[src/rtl/lfsr_gen.sv]
// Run-time selectable Fibonacci/Galois LFSR with seed load, valid/ready output,
// all-zero lockup recovery and a saturating step counter with wrap detection.
module lfsr_gen #(
    parameter int unsigned WIDTH = 64,
    parameter logic [63:0] FTAPS = 64'h0000_0000_0000_0003,
    parameter logic [63:0] GTAPS = 64'hD800_0000_0000_0000,
    parameter logic [63:0] SEED  = 64'h0000_0000_0000_0202,
    parameter int unsigned CNT_W = 32
) (
    input  logic             clk,
    input  logic             rst,
    input  logic             en,
    input  logic             load,
    input  logic [WIDTH-1:0] seed_in,
    input  logic             mode,
    output logic [WIDTH-1:0] out,
    output logic             out_valid,
    input  logic             out_ready,
    output logic             lockup,
    output logic             seq_wrap,
    output logic [CNT_W-1:0] step_cnt
);

    localparam logic [WIDTH-1:0] SEED_W  = SEED[WIDTH-1:0];
    localparam logic [WIDTH-1:0] FTAPS_W = FTAPS[WIDTH-1:0];
    localparam logic [WIDTH-1:0] GTAPS_W = GTAPS[WIDTH-1:0];
    localparam logic [CNT_W-1:0] CNT_MAX = '1;

    typedef enum logic {
        RUN     = 1'b0,
        RECOVER = 1'b1
    } fsm_e;

    fsm_e             fsm_q, fsm_d;
    logic [WIDTH-1:0] state_q, state_d;
    logic [WIDTH-1:0] seed_q, seed_d;
    logic             mode_q, mode_d;
    logic [CNT_W-1:0] cnt_q, cnt_d;
    logic             valid_q, valid_d;
    logic             lockup_q, lockup_d;
    logic             wrap_q, wrap_d;

    logic [WIDTH-1:0] fib_next;
    logic [WIDTH-1:0] gal_next;
    logic [WIDTH-1:0] step_next;
    logic             advance;

    // Candidate successor words for both polynomial forms
    always_comb begin
        fib_next  = {^(state_q & FTAPS_W), state_q[WIDTH-1:1]};
        gal_next  = (state_q >> 1) ^ ({WIDTH{state_q[0]}} & GTAPS_W);
        step_next = mode_q ? gal_next : fib_next;
        advance   = en && valid_q && out_ready && !load;
    end

    // Next-state: load beats everything, en gates both stepping and recovery
    always_comb begin
        fsm_d    = fsm_q;
        state_d  = state_q;
        seed_d   = seed_q;
        mode_d   = mode_q;
        cnt_d    = cnt_q;
        lockup_d = 1'b0;
        wrap_d   = 1'b0;

        if (load) begin
            fsm_d  = RUN;
            mode_d = mode;
            cnt_d  = '0;
            if (seed_in != '0) begin
                state_d = seed_in;
                seed_d  = seed_in;
            end else begin
                state_d  = SEED_W;
                seed_d   = SEED_W;
                lockup_d = 1'b1;
            end
        end else if (en) begin
            unique case (fsm_q)
                RUN: begin
                    if (state_q == '0) begin
                        fsm_d = RECOVER;
                    end else if (advance) begin
                        state_d = step_next;
                        wrap_d  = (step_next == seed_q);
                        if (cnt_q != CNT_MAX) begin
                            cnt_d = cnt_q + CNT_W'(1);
                        end
                    end
                end
                RECOVER: begin
                    fsm_d    = RUN;
                    state_d  = SEED_W;
                    seed_d   = SEED_W;
                    cnt_d    = '0;
                    lockup_d = 1'b1;
                end
                default: fsm_d = RUN;
            endcase
        end

        valid_d = (fsm_d == RUN);
    end

    always_ff @(posedge clk or negedge rst) begin
        if (!rst) begin
            fsm_q    <= RUN;
            state_q  <= SEED_W;
            seed_q   <= SEED_W;
            mode_q   <= 1'b0;
            cnt_q    <= '0;
            valid_q  <= 1'b1;
            lockup_q <= 1'b0;
            wrap_q   <= 1'b0;
        end else begin
            fsm_q    <= fsm_d;
            state_q  <= state_d;
            seed_q   <= seed_d;
            mode_q   <= mode_d;
            cnt_q    <= cnt_d;
            valid_q  <= valid_d;
            lockup_q <= lockup_d;
            wrap_q   <= wrap_d;
        end
    end

    assign out       = state_q;
    assign out_valid = valid_q;
    assign lockup    = lockup_q;
    assign seq_wrap  = wrap_q;
    assign step_cnt  = cnt_q;

endmodule

[config.mk]
export PLATFORM = sky130hd
export DESIGN_NAME = lfsr_gen
export DESIGN_NICKNAME = d
export VERILOG_FILES = /design/src/rtl/lfsr_gen.sv
export SDC_FILE = /design/constraint.sdc
export NUM_CORES = 1
export LEC_CHECK = 0
export ABC_AREA = 1
export CORE_AREA = 2 2 180 182
export DETAILED_ROUTE_END_ITERATION = 10
export DIE_AREA = 0 0 182 184
export MAX_ROUTING_LAYER = met4
export PLACE_DENSITY = 0.49
export SYNTH_ARGS = -nofsm -noshare
export SYNTH_HDL_FRONTEND = slang
export SYNTH_SLANG_ARGS = --single-unit
[constraint.sdc]
create_clock -name clk -period 5.8 [get_ports clk]
set_input_delay 1.16 -clock clk [delete_from_list [all_inputs] [get_ports clk]]
set_output_delay 1.16 -clock clk [all_outputs]
set_load 0.05 [all_outputs]
==> flow_metrics.env, run 1 <==
export IMPL_cts_sinks=165
export IMPL_syn_area_mm2=0.00933
export IMPL_die_w_um=182
export IMPL_grt_pass1_vias=9089
export IMPL_fill_cells=3265
export IMPL_setup_viol=0
export IMPL_die_y_um=184
export IMPL_multiInputGateArea_mm2=0.00416
export IMPL_cts_tree="built"
export IMPL_worst_path_max_fanout=59
export IMPL_hpwl_um=25600
export IMPL_coreArea_mm2=0.0314
export IMPL_globalplace_congestion=0.877
export IMPL_grt_setup_unrepaired="no"
export IMPL_critical_path_endpoint_type="flop"
export IMPL_die_area_mm2=0.0335
export IMPL_nNetsFinal=1528
export IMPL_yosysSeqAreaShare_pct=44.3
export IMPL_yosysWarnings=0
export IMPL_wl_met1_um=17300
export IMPL_yosys_register_bits=165
export IMPL_path_cells="clkdlybuf4s50_1 > buf_4 > clkinv_2 > buf_4 > o22ai_1 > nand2_1 > o21ai_1"
export IMPL_power_density_mw_per_mm2=297
export IMPL_drt_first_pass_iters=5
export IMPL_clock_fmax_mhz=289
export IMPL_critPathLaunchType="input pin"
export IMPL_clockBufferDepth=2
export IMPL_fin_skew_ns=0.0224
export IMPL_antenna_left=0
export IMPL_drv_cap=0
export IMPL_antennaDiodeCount=0
export IMPL_crit_required_ns=6.15
export IMPL_yosysMostFrequentCell="nand2_1"
export IMPL_path_buf_inv=4
export IMPL_cts_buffers=17
export IMPL_syn2layout_area_growth_pct=28.3
export IMPL_synth_main_ff_cell="dfrtp_1"
export IMPL_clk_latency_ns=0.44
export IMPL_yosysUniqueCellTypes=29
export IMPL_hold_path_depth=2
export IMPL_hold_path_class="flop to flop"
export IMPL_finalCritPeriodShare_pct=59.6
export IMPL_grt_max_degree=98
export IMPL_cts_setup_buffers=0
export IMPL_finalMaxSlewViolations=0
export IMPL_gr_total_overflow=0
export IMPL_wl_met3_um=1610
export IMPL_ioPinCount=169
export IMPL_wirelength_um=35000
export IMPL_vias=9232
export IMPL_netlist_top_cells_count="332 x nand2_1, 198 x inv_1, 165 x nor2_1"
export IMPL_antenna_found_initial=0
export IMPL_cts_resized=0
export IMPL_peakVddDrop_v=0.000194
export IMPL_viasPerCell=4.93
export IMPL_slowest_delay_ns=0.80
export IMPL_p_leak_nw=5.39
export IMPL_num_rows=65
export IMPL_finalPower_mw=3.56
export IMPL_wl_per_cell_um=18.7
export IMPL_critPathArrivalTime_ns=3.80
export IMPL_rr_worst_depth=11
export IMPL_synthArstFlopShare_pct=100
export IMPL_crit_top_cell="buf_4"
export IMPL_drc=0
export IMPL_cts_hold_buf=0
export IMPL_setup_tns_ns=0
export IMPL_worst_pin_slew_ns=1.03
export IMPL_synth_largest_area_cell="dfrtp_1"
export IMPL_path_clk_slew_ns=0.07
export IMPL_synthTopCellsByArea="dfrtp_1 43%, nand2_1 13%, o22ai_1 9.0%"
export IMPL_hold_viol=0
export IMPL_timing_critical_path_depth=7
export IMPL_cts_root_buffer="clkbuf_16"
export IMPL_syn_nets=1387
export IMPL_drtIter0Drc=777
export IMPL_yosys_area_top_type_share_pct=42.9
export IMPL_fin_crit_ns=3.46
export IMPL_cp_top_family="buffers and inverters"
export IMPL_route_met2_wl_um=15600
export IMPL_slowest_stage="clkinv_2"
export IMPL_drive_gt1_share_pct=4.83
export IMPL_initial_core_util_pct=29.7
export IMPL_synth_edf_count=0
export IMPL_syn_avg_cell_area_um2=7.10
export IMPL_htree_levels=4
export IMPL_grt_pass1_wl_um=55400
export IMPL_crit_type="input pin to flop"
export IMPL_io_buffers=168
export IMPL_synth_cells=1315
export IMPL_regArea_mm2=0.00414
export IMPL_relSlewSlack_pct=31.2
export IMPL_dr_max_layer_used="met4"
export IMPL_outcome="complete, no violations"
export IMPL_grt_usage_pct=22.0
==> final cells by class <==
| type | instances | area share, % |
|---|---|---|
| tap | 402 | 4.20 |
| sequential | 165 | 34.5 |
| timing repair buffer | 177 | 14.6 |
| multi-input combinational | 883 | 34.7 |
| inverter | 212 | 6.66 |
| clock inverter | 15 | 1.70 |
| clock buffer | 17 | 3.55 |
==> through the flow <==
stage                     hold WS (ns)  setup slack [ns]  util, %  instances  instance area, um2
after floorplan                  0.470              3.36        -       1315                9330
final                            0.513              2.34     38.1       1871               12000
after global routing             0.533              2.17     38.1       1871               12000
after CTS                        0.512              2.38     38.1       1871               12000
after global placement           0.487              1.94     36.1       1839               11300
after detailed placement         0.494              1.92     36.1       1839               11300
==> registers in the layout, indices dropped and copies added (netlist names) <==
name and flops:
fsm_q 1, lockup 1, mode_q 1, out 64
out_valid 1, seed_q 64, seq_wrap 1, step_cnt 32
==> where the power goes <==
| part | internal, mW | total [mW] | switching, mW | leakage [nW] |
|---|---|---|---|---|
| registers | 1.26 | 1.39 | 0.135 | 2.08 |
| logic | 0.309 | 0.931 | 0.622 | 3.00 |
| clock network | 0.664 | 1.24 | 0.572 | 0.307 |
==> per-layer routing <==
layer / vias up / track usage (%)
met3: 29 / 2.91
met2: 275 / 33.3
met1: 4386 / 31.5
met5: - / -
met4: 0 / 4.71
li1: 4542 / -
==> worst paths after layout <==
kind | start | endpoint | slack [ns]
setup / recovery | load | out[61]$_DFFE_PN0P_ | 2.34
hold / removal | seed_q[55]$_DFFE_PN0P_ | seed_q[55]$_DFFE_PN0P_ | 0.51
setup reg to reg | step_cnt[0]$_DFFE_PN0P_ | step_cnt[30]$_DFFE_PN0P_ | 2.88
hold reg to reg | seed_q[55]$_DFFE_PN0P_ | seed_q[55]$_DFFE_PN0P_ | 0.51
max in group asynchronous | rst | out[63]$_DFFE_PN0P_ | 3.87
min in group asynchronous | rst | out[32]$_DFFE_PN0P_ | 0.77
==> worst register-to-register path, cell delays in order, from the launching register on <==
cell,delay (ns)
dfrtp_1,0.54
ha_1,0.38
inv_2,0.08
nor2_4,0.15
nand2_2,0.16
nor2_4,0.15
inv_2,0.05
nor2_2,0.13
nand4_4,0.47
nand2_4,0.56
nand2_1,0.10
nand2_1,0.08
==> placed cells by master, fill, tap and decap left out, types with 4 or more instances in the layout <==
cell type        instances
buf_4                    9
clkbuf_16               17
clkdlybuf4s50_1        167
dfrtp_1                160
dfstp_2                  5
inv_1                  198
inv_2                   13
inv_6                    5
nand2_1                332
nand3_1                 78
nand4_1                 20
nor2_1                 165
nor3_1                   6
o21ai_0                 38
o21ai_1                 63
o21bai_1                 7
o22ai_1                135
xnor2_1                  4
xor2_1                  15
==> logic make-up (layout without fill, tap and decap cells) <==
logic type	count (synthesis)	in the layout	share of synthesized area [%]
and+or+nand+nor	616	616	27.2
buffers and inverters	267	421	11.2
AOI/OAI and AO/OA	246	246	15.2
DFF	165	165	44.3
xor gates and xnor gates	19	19	1.78
adders and majority gates	2	2	0.268
Power figures use the tool's default switching activity.
==> inputs of run 2 (changes only) <==
==> constraint.sdc (replaced) <==
create_clock -name clk -period 3.3 [get_ports clk]
set_input_delay 0.66 -clock clk [delete_from_list [all_inputs] [get_ports clk]]
set_output_delay 0.66 -clock clk [all_outputs]
set_load 0.05 [all_outputs]
==> flow_metrics.env, run 2 (synthesized netlist as in run 1, its figures left out) <==
export IMPL_outcome="complete, no violations"
export IMPL_drive_gt1_share_pct=5.16
export IMPL_hold_path_class="input pin to async pin"
export IMPL_crit_required_ns=2.64
export IMPL_cts_root_buffer="clkbuf_16"
export IMPL_utilization_pct=38.4
export IMPL_path_buf_inv=1
export IMPL_slowest_delay_ns=0.89
export IMPL_drc=0
export IMPL_critPathArrivalTime_ns=1.92
export IMPL_viasPerCell=5.01
export IMPL_nNetsFinal=1533
export IMPL_globalplace_congestion=0.899
export IMPL_peakVddDrop_v=0.000307
export IMPL_die_y_um=184
export IMPL_hold_ws_ns=0.139
export IMPL_relSlewSlack_pct=61.3
export IMPL_cp_top_family="buffers and inverters"
export IMPL_drt_first_pass_iters=5
export IMPL_timing_critical_path_depth=1
export IMPL_die_w_um=182
export IMPL_hold_viol=0
export IMPL_vias=9391
export IMPL_antenna_left=0
export IMPL_rr_worst_depth=11
export IMPL_slowest_stage="clkdlybuf4s50_1"
export IMPL_cts_tree="built"
export IMPL_wirelength_um=35500
export IMPL_cts_hold_buf=0
export IMPL_die_area_mm2=0.0335
export IMPL_gr_total_overflow=0
export IMPL_clk_latency_ns=0.45
export IMPL_layout_common_cells="332 x nand2_1, 198 x inv_1, 167 x clkdlybuf4s50_1"
export IMPL_cts_setup_buffers=0
export IMPL_grt_pass1_vias=9063
export IMPL_drtIter0Drc=758
export IMPL_path_cells="clkdlybuf4s50_1"
export IMPL_path_clk_slew_ns=0.08
export IMPL_drv_cap=0
export IMPL_cts_buffers=17
export IMPL_final_common_cell="nand2_1"
export IMPL_grt_pass1_wl_um=54600
export IMPL_grt_setup_unrepaired="no"
export IMPL_clockBufferDepth=2
export IMPL_p_leak_nw=5.42
export IMPL_cts_sinks=165
export IMPL_syn2layout_area_growth_pct=29.1
export IMPL_hpwl_um=26100
export IMPL_worst_path_max_fanout=8
export IMPL_critical_path_endpoint_type="primary output"
export IMPL_finalMaxSlewViolations=0
export IMPL_coreArea_mm2=0.0314
export IMPL_fin_crit_ns=2.58
export IMPL_num_rows=65
export IMPL_worst_pin_slew_ns=0.578
export IMPL_antenna_found_initial=0
export IMPL_grt_usage_pct=21.9
export IMPL_initial_core_util_pct=29.7
export IMPL_io_buffers=168
export IMPL_setup_viol=0
export IMPL_finalCritPeriodShare_pct=78.3
export IMPL_clock_fmax_mhz=387
export IMPL_power_density_mw_per_mm2=509
export IMPL_fin_skew_ns=0.0201
export IMPL_grt_max_degree=71
export IMPL_cts_resized=0
export IMPL_critPathLaunchType="flop"
export IMPL_wl_per_cell_um=18.9
export IMPL_ioPinCount=169
export IMPL_setup_tns_ns=0
export IMPL_antennaDiodeCount=0
export IMPL_htree_levels=4
export IMPL_crit_type="flop to primary output"
export IMPL_finalPower_mw=6.13
==> run 2: stage by stage <==
stage,setup slack [ns],instances,cell area (um2)
2_1_floorplan,1.09,1315,9330
3_3_place_gp,0.599,1844,11500
3_5_place_dp,0.522,1844,11500
4_1_cts,0.714,1876,12100
5_1_grt,0.669,1876,12100
6_report,0.717,1876,12100
==> run 2: report_power, final <==
group | switching (mW) | internal, mW
registers | 0.234 | 2.21
clock network | 1.01 | 1.01
logic | 1.10 | 0.558
==> run 2: metal layers <==
layer,GRT usage (%),share of wire (%),vias to the layer above
met5,-,0,-
met4,4.65,1.4,0
met3,3.55,5.4,30
met2,33.6,46,308
met1,30.6,48,4489
li1,-,-,4564
==> run 2: cell type report <==
cell class / instances / area, um2
Sequential cell: 165 / 4140
Inverter: 212 / 797
Timing Repair Buffer: 182 / 1880
Tap cell: 402 / 503
Fill cell: 3360 / 19300
Clock buffer: 17 / 425
Clock inverter: 15 / 160
Multi-Input combinational cell: 883 / 4160
==> run 2: final timing paths <==
kind	startpoint	end	slack, ns
max	step_cnt[0]$_DFFE_PN0P_	step_cnt[0]	0.72
min	rst	seed_q[32]$_DFFE_PN0P_	0.14
max reg2reg	step_cnt[0]$_DFFE_PN0P_	step_cnt[1]$_DFFE_PN0P_	0.89
min reg2reg	seed_q[11]$_DFFE_PN0P_	seed_q[11]$_DFFE_PN0P_	0.51
max in group asynchronous	rst	seed_q[1]$_DFFE_PN1P_	2.35
min in group clk	seed_q[11]$_DFFE_PN0P_	seed_q[11]$_DFFE_PN0P_	0.51
==> inputs of run 3 (changes only) <==
--- a/config.mk
+++ b/config.mk
@@ -10,7 +10,7 @@
 export DETAILED_ROUTE_END_ITERATION = 10
 export DIE_AREA = 0 0 182 184
 export MAX_ROUTING_LAYER = met4
-export PLACE_DENSITY = 0.49
+export PLACE_DENSITY = 0.51
 export SYNTH_ARGS = -nofsm -noshare
 export SYNTH_HDL_FRONTEND = slang
 export SYNTH_SLANG_ARGS = --single-unit
==> constraint.sdc (replaced) <==
create_clock -name clk -period 2.3 [get_ports clk]
set_input_delay 0.46 -clock clk [delete_from_list [all_inputs] [get_ports clk]]
set_output_delay 0.46 -clock clk [all_outputs]
set_load 0.05 [all_outputs]
==> flow_metrics.env, run 3 (synthesized netlist as in run 1, its figures left out) <==
export IMPL_outcome="complete, no violations"
export IMPL_wl_per_cell_um=18.7
export IMPL_clk_latency_ns=0.45
export IMPL_drive_gt1_share_pct=7.11
export IMPL_cts_setup_buffers=0
export IMPL_critPathLaunchType="flop"
export IMPL_r2r_end="out[9]$_DFFE_PN1P_"
export IMPL_setup_ws_ns=0.0427
export IMPL_antenna_left=0
export IMPL_antenna_found_initial=0
export IMPL_holdPathEnd="out[1]$_DFFE_PN1P_"
export IMPL_hold_viol=0
export IMPL_syn2layout_area_growth_pct=32.7
export IMPL_worst_pin_slew_ns=0.535
export IMPL_fin_area_mm2=0.0124
export IMPL_r2r_start="out[57]$_DFFE_PN0P_"
export IMPL_rr_worst_depth=11
export IMPL_fin_skew_ns=0.0208
export IMPL_p_leak_nw=5.75
export IMPL_drtIter0Drc=1003
export IMPL_cts_root_buffer="clkbuf_16"
export IMPL_final_common_cell="nand2_1"
export IMPL_num_rows=65
export IMPL_power_density_mw_per_mm2=722
export IMPL_hold_path_depth=2
export IMPL_coreArea_mm2=0.0314
export IMPL_drc=0
export IMPL_antennaDiodeCount=0
export IMPL_finalPower_mw=8.95
export IMPL_relSlewSlack_pct=64.3
export IMPL_r2r_slack_ns=0.14
export IMPL_clock_fmax_mhz=443
export IMPL_startpoint="step_cnt[0]$_DFFE_PN0P_"
export IMPL_grt_setup_unrepaired="no"
export IMPL_initial_core_util_pct=29.7
export IMPL_critPathArrivalTime_ns=1.80
export IMPL_pre_cts_ws_ns=-0.0127
export IMPL_io_buffers=168
export IMPL_htree_levels=4
export IMPL_hold_path_class="flop to flop"
export IMPL_drt_first_pass_iters=5
export IMPL_finalCritPeriodShare_pct=98.1
export IMPL_ioPinCount=169
export IMPL_grt_pass1_vias=9322
export IMPL_setup_viol=0
export IMPL_crit_required_ns=1.84
export IMPL_globalplace_congestion=0.928
export IMPL_peakVddDrop_v=0.000522
export IMPL_cts_buffers=17
export IMPL_stdcell_count=1906
export IMPL_viasPerCell=5.03
export IMPL_gr_total_overflow=0
export IMPL_nNetsFinal=1563
export IMPL_path_clk_slew_ns=0.07
export IMPL_setup_tns_ns=0
export IMPL_grt_usage_pct=22.1
export IMPL_drv_cap=0
export IMPL_utilization_pct=39.4
export IMPL_worst_path_max_fanout=7
export IMPL_layout_common_cells="332 x nand2_1, 198 x inv_1, 165 x nor2_1"
export IMPL_vias=9594
export IMPL_grt_max_degree=54
export IMPL_dp_cells=1873
export IMPL_clockBufferDepth=2
export IMPL_finalMaxSlewViolations=0
export IMPL_die_w_um=182
export IMPL_cts_sinks=165
export IMPL_crit_type="flop to primary output"
export IMPL_placed_cell_area_mm2=0.0117
export IMPL_wirelength_um=35600
export IMPL_hp_start="out[1]$_DFFE_PN1P_"
export IMPL_grt_pass1_wl_um=55300
export IMPL_critical_path_endpoint_type="primary output"
export IMPL_hold_ws_ns=0.505
export IMPL_cts_tree="built"
export IMPL_die_y_um=184
export IMPL_fin_crit_ns=2.26
export IMPL_hpwl_um=26700
export IMPL_die_area_mm2=0.0335
[run 3: cell types whose count changed in the layout (fill, tap and decap cells not counted), sizes merged]
cell           before  now
dlymetal6s2s        0    8
clkinv              7    8
buf                15   46
clkdlybuf4s50     167  153
dlygate4sd2         0    4
dlygate4sd3         0    1
inv               219  218
[run 3: how the worst max path moves through the flow]
stage,end,slack (ns),cells after the start
5_1_grt,step_cnt[0],0.001,2
3_5_place_dp,out[27]$_DFFE_PN0P_,-0.01,8
6_report,step_cnt[0],0.04,2
4_1_cts,step_cnt[27],0.005,1
3_3_place_gp,step_cnt[13]$_DFFE_PN0P_,0.05,9
2_1_floorplan,step_cnt[2]$_DFFE_PN0P_,0.09,11
[run 3: area by class of cell]
cell class | count | area [um2]
clock inverter | 15 | 183
multi-input combinational | 883 | 4160
sequential | 165 | 4140
timing repair buffer | 212 | 2180
fill | 3301 | 19000
inverter | 212 | 797
tap | 402 | 503
clock buffer | 17 | 425
[run 3: worst max-delay path: stages (launching register included)]
cell and delay, ns:
dfrtp_1 0.35, buf_4 0.18, clkdlybuf4s50_1 0.82
[run 3: timing repair]
item,in CTS,in global routing
hold buffers,1,0
gates resized for setup,4,10
setup endpoints to repair,4,30
endpoints found under the hold margin,41,0
[run 3: report_power, final]
part	internal (mW)	switching (mW)	total, mW
combinational	0.848	1.61	2.46
sequential	3.17	0.330	3.50
clock	1.48	1.51	2.98
total	5.50	3.45	8.95
[run 3: per-layer routing]
metal / GRT usage, % / vias to the layer above / wire (um)
met4: 5.94 / 0 / 614
met3: 3.15 / 37 / 1950
met2: 33.4 / 341 / 15900
li1: - / 4616 / -
met5: - / - / 0
met1: 31.1 / 4600 / 17100
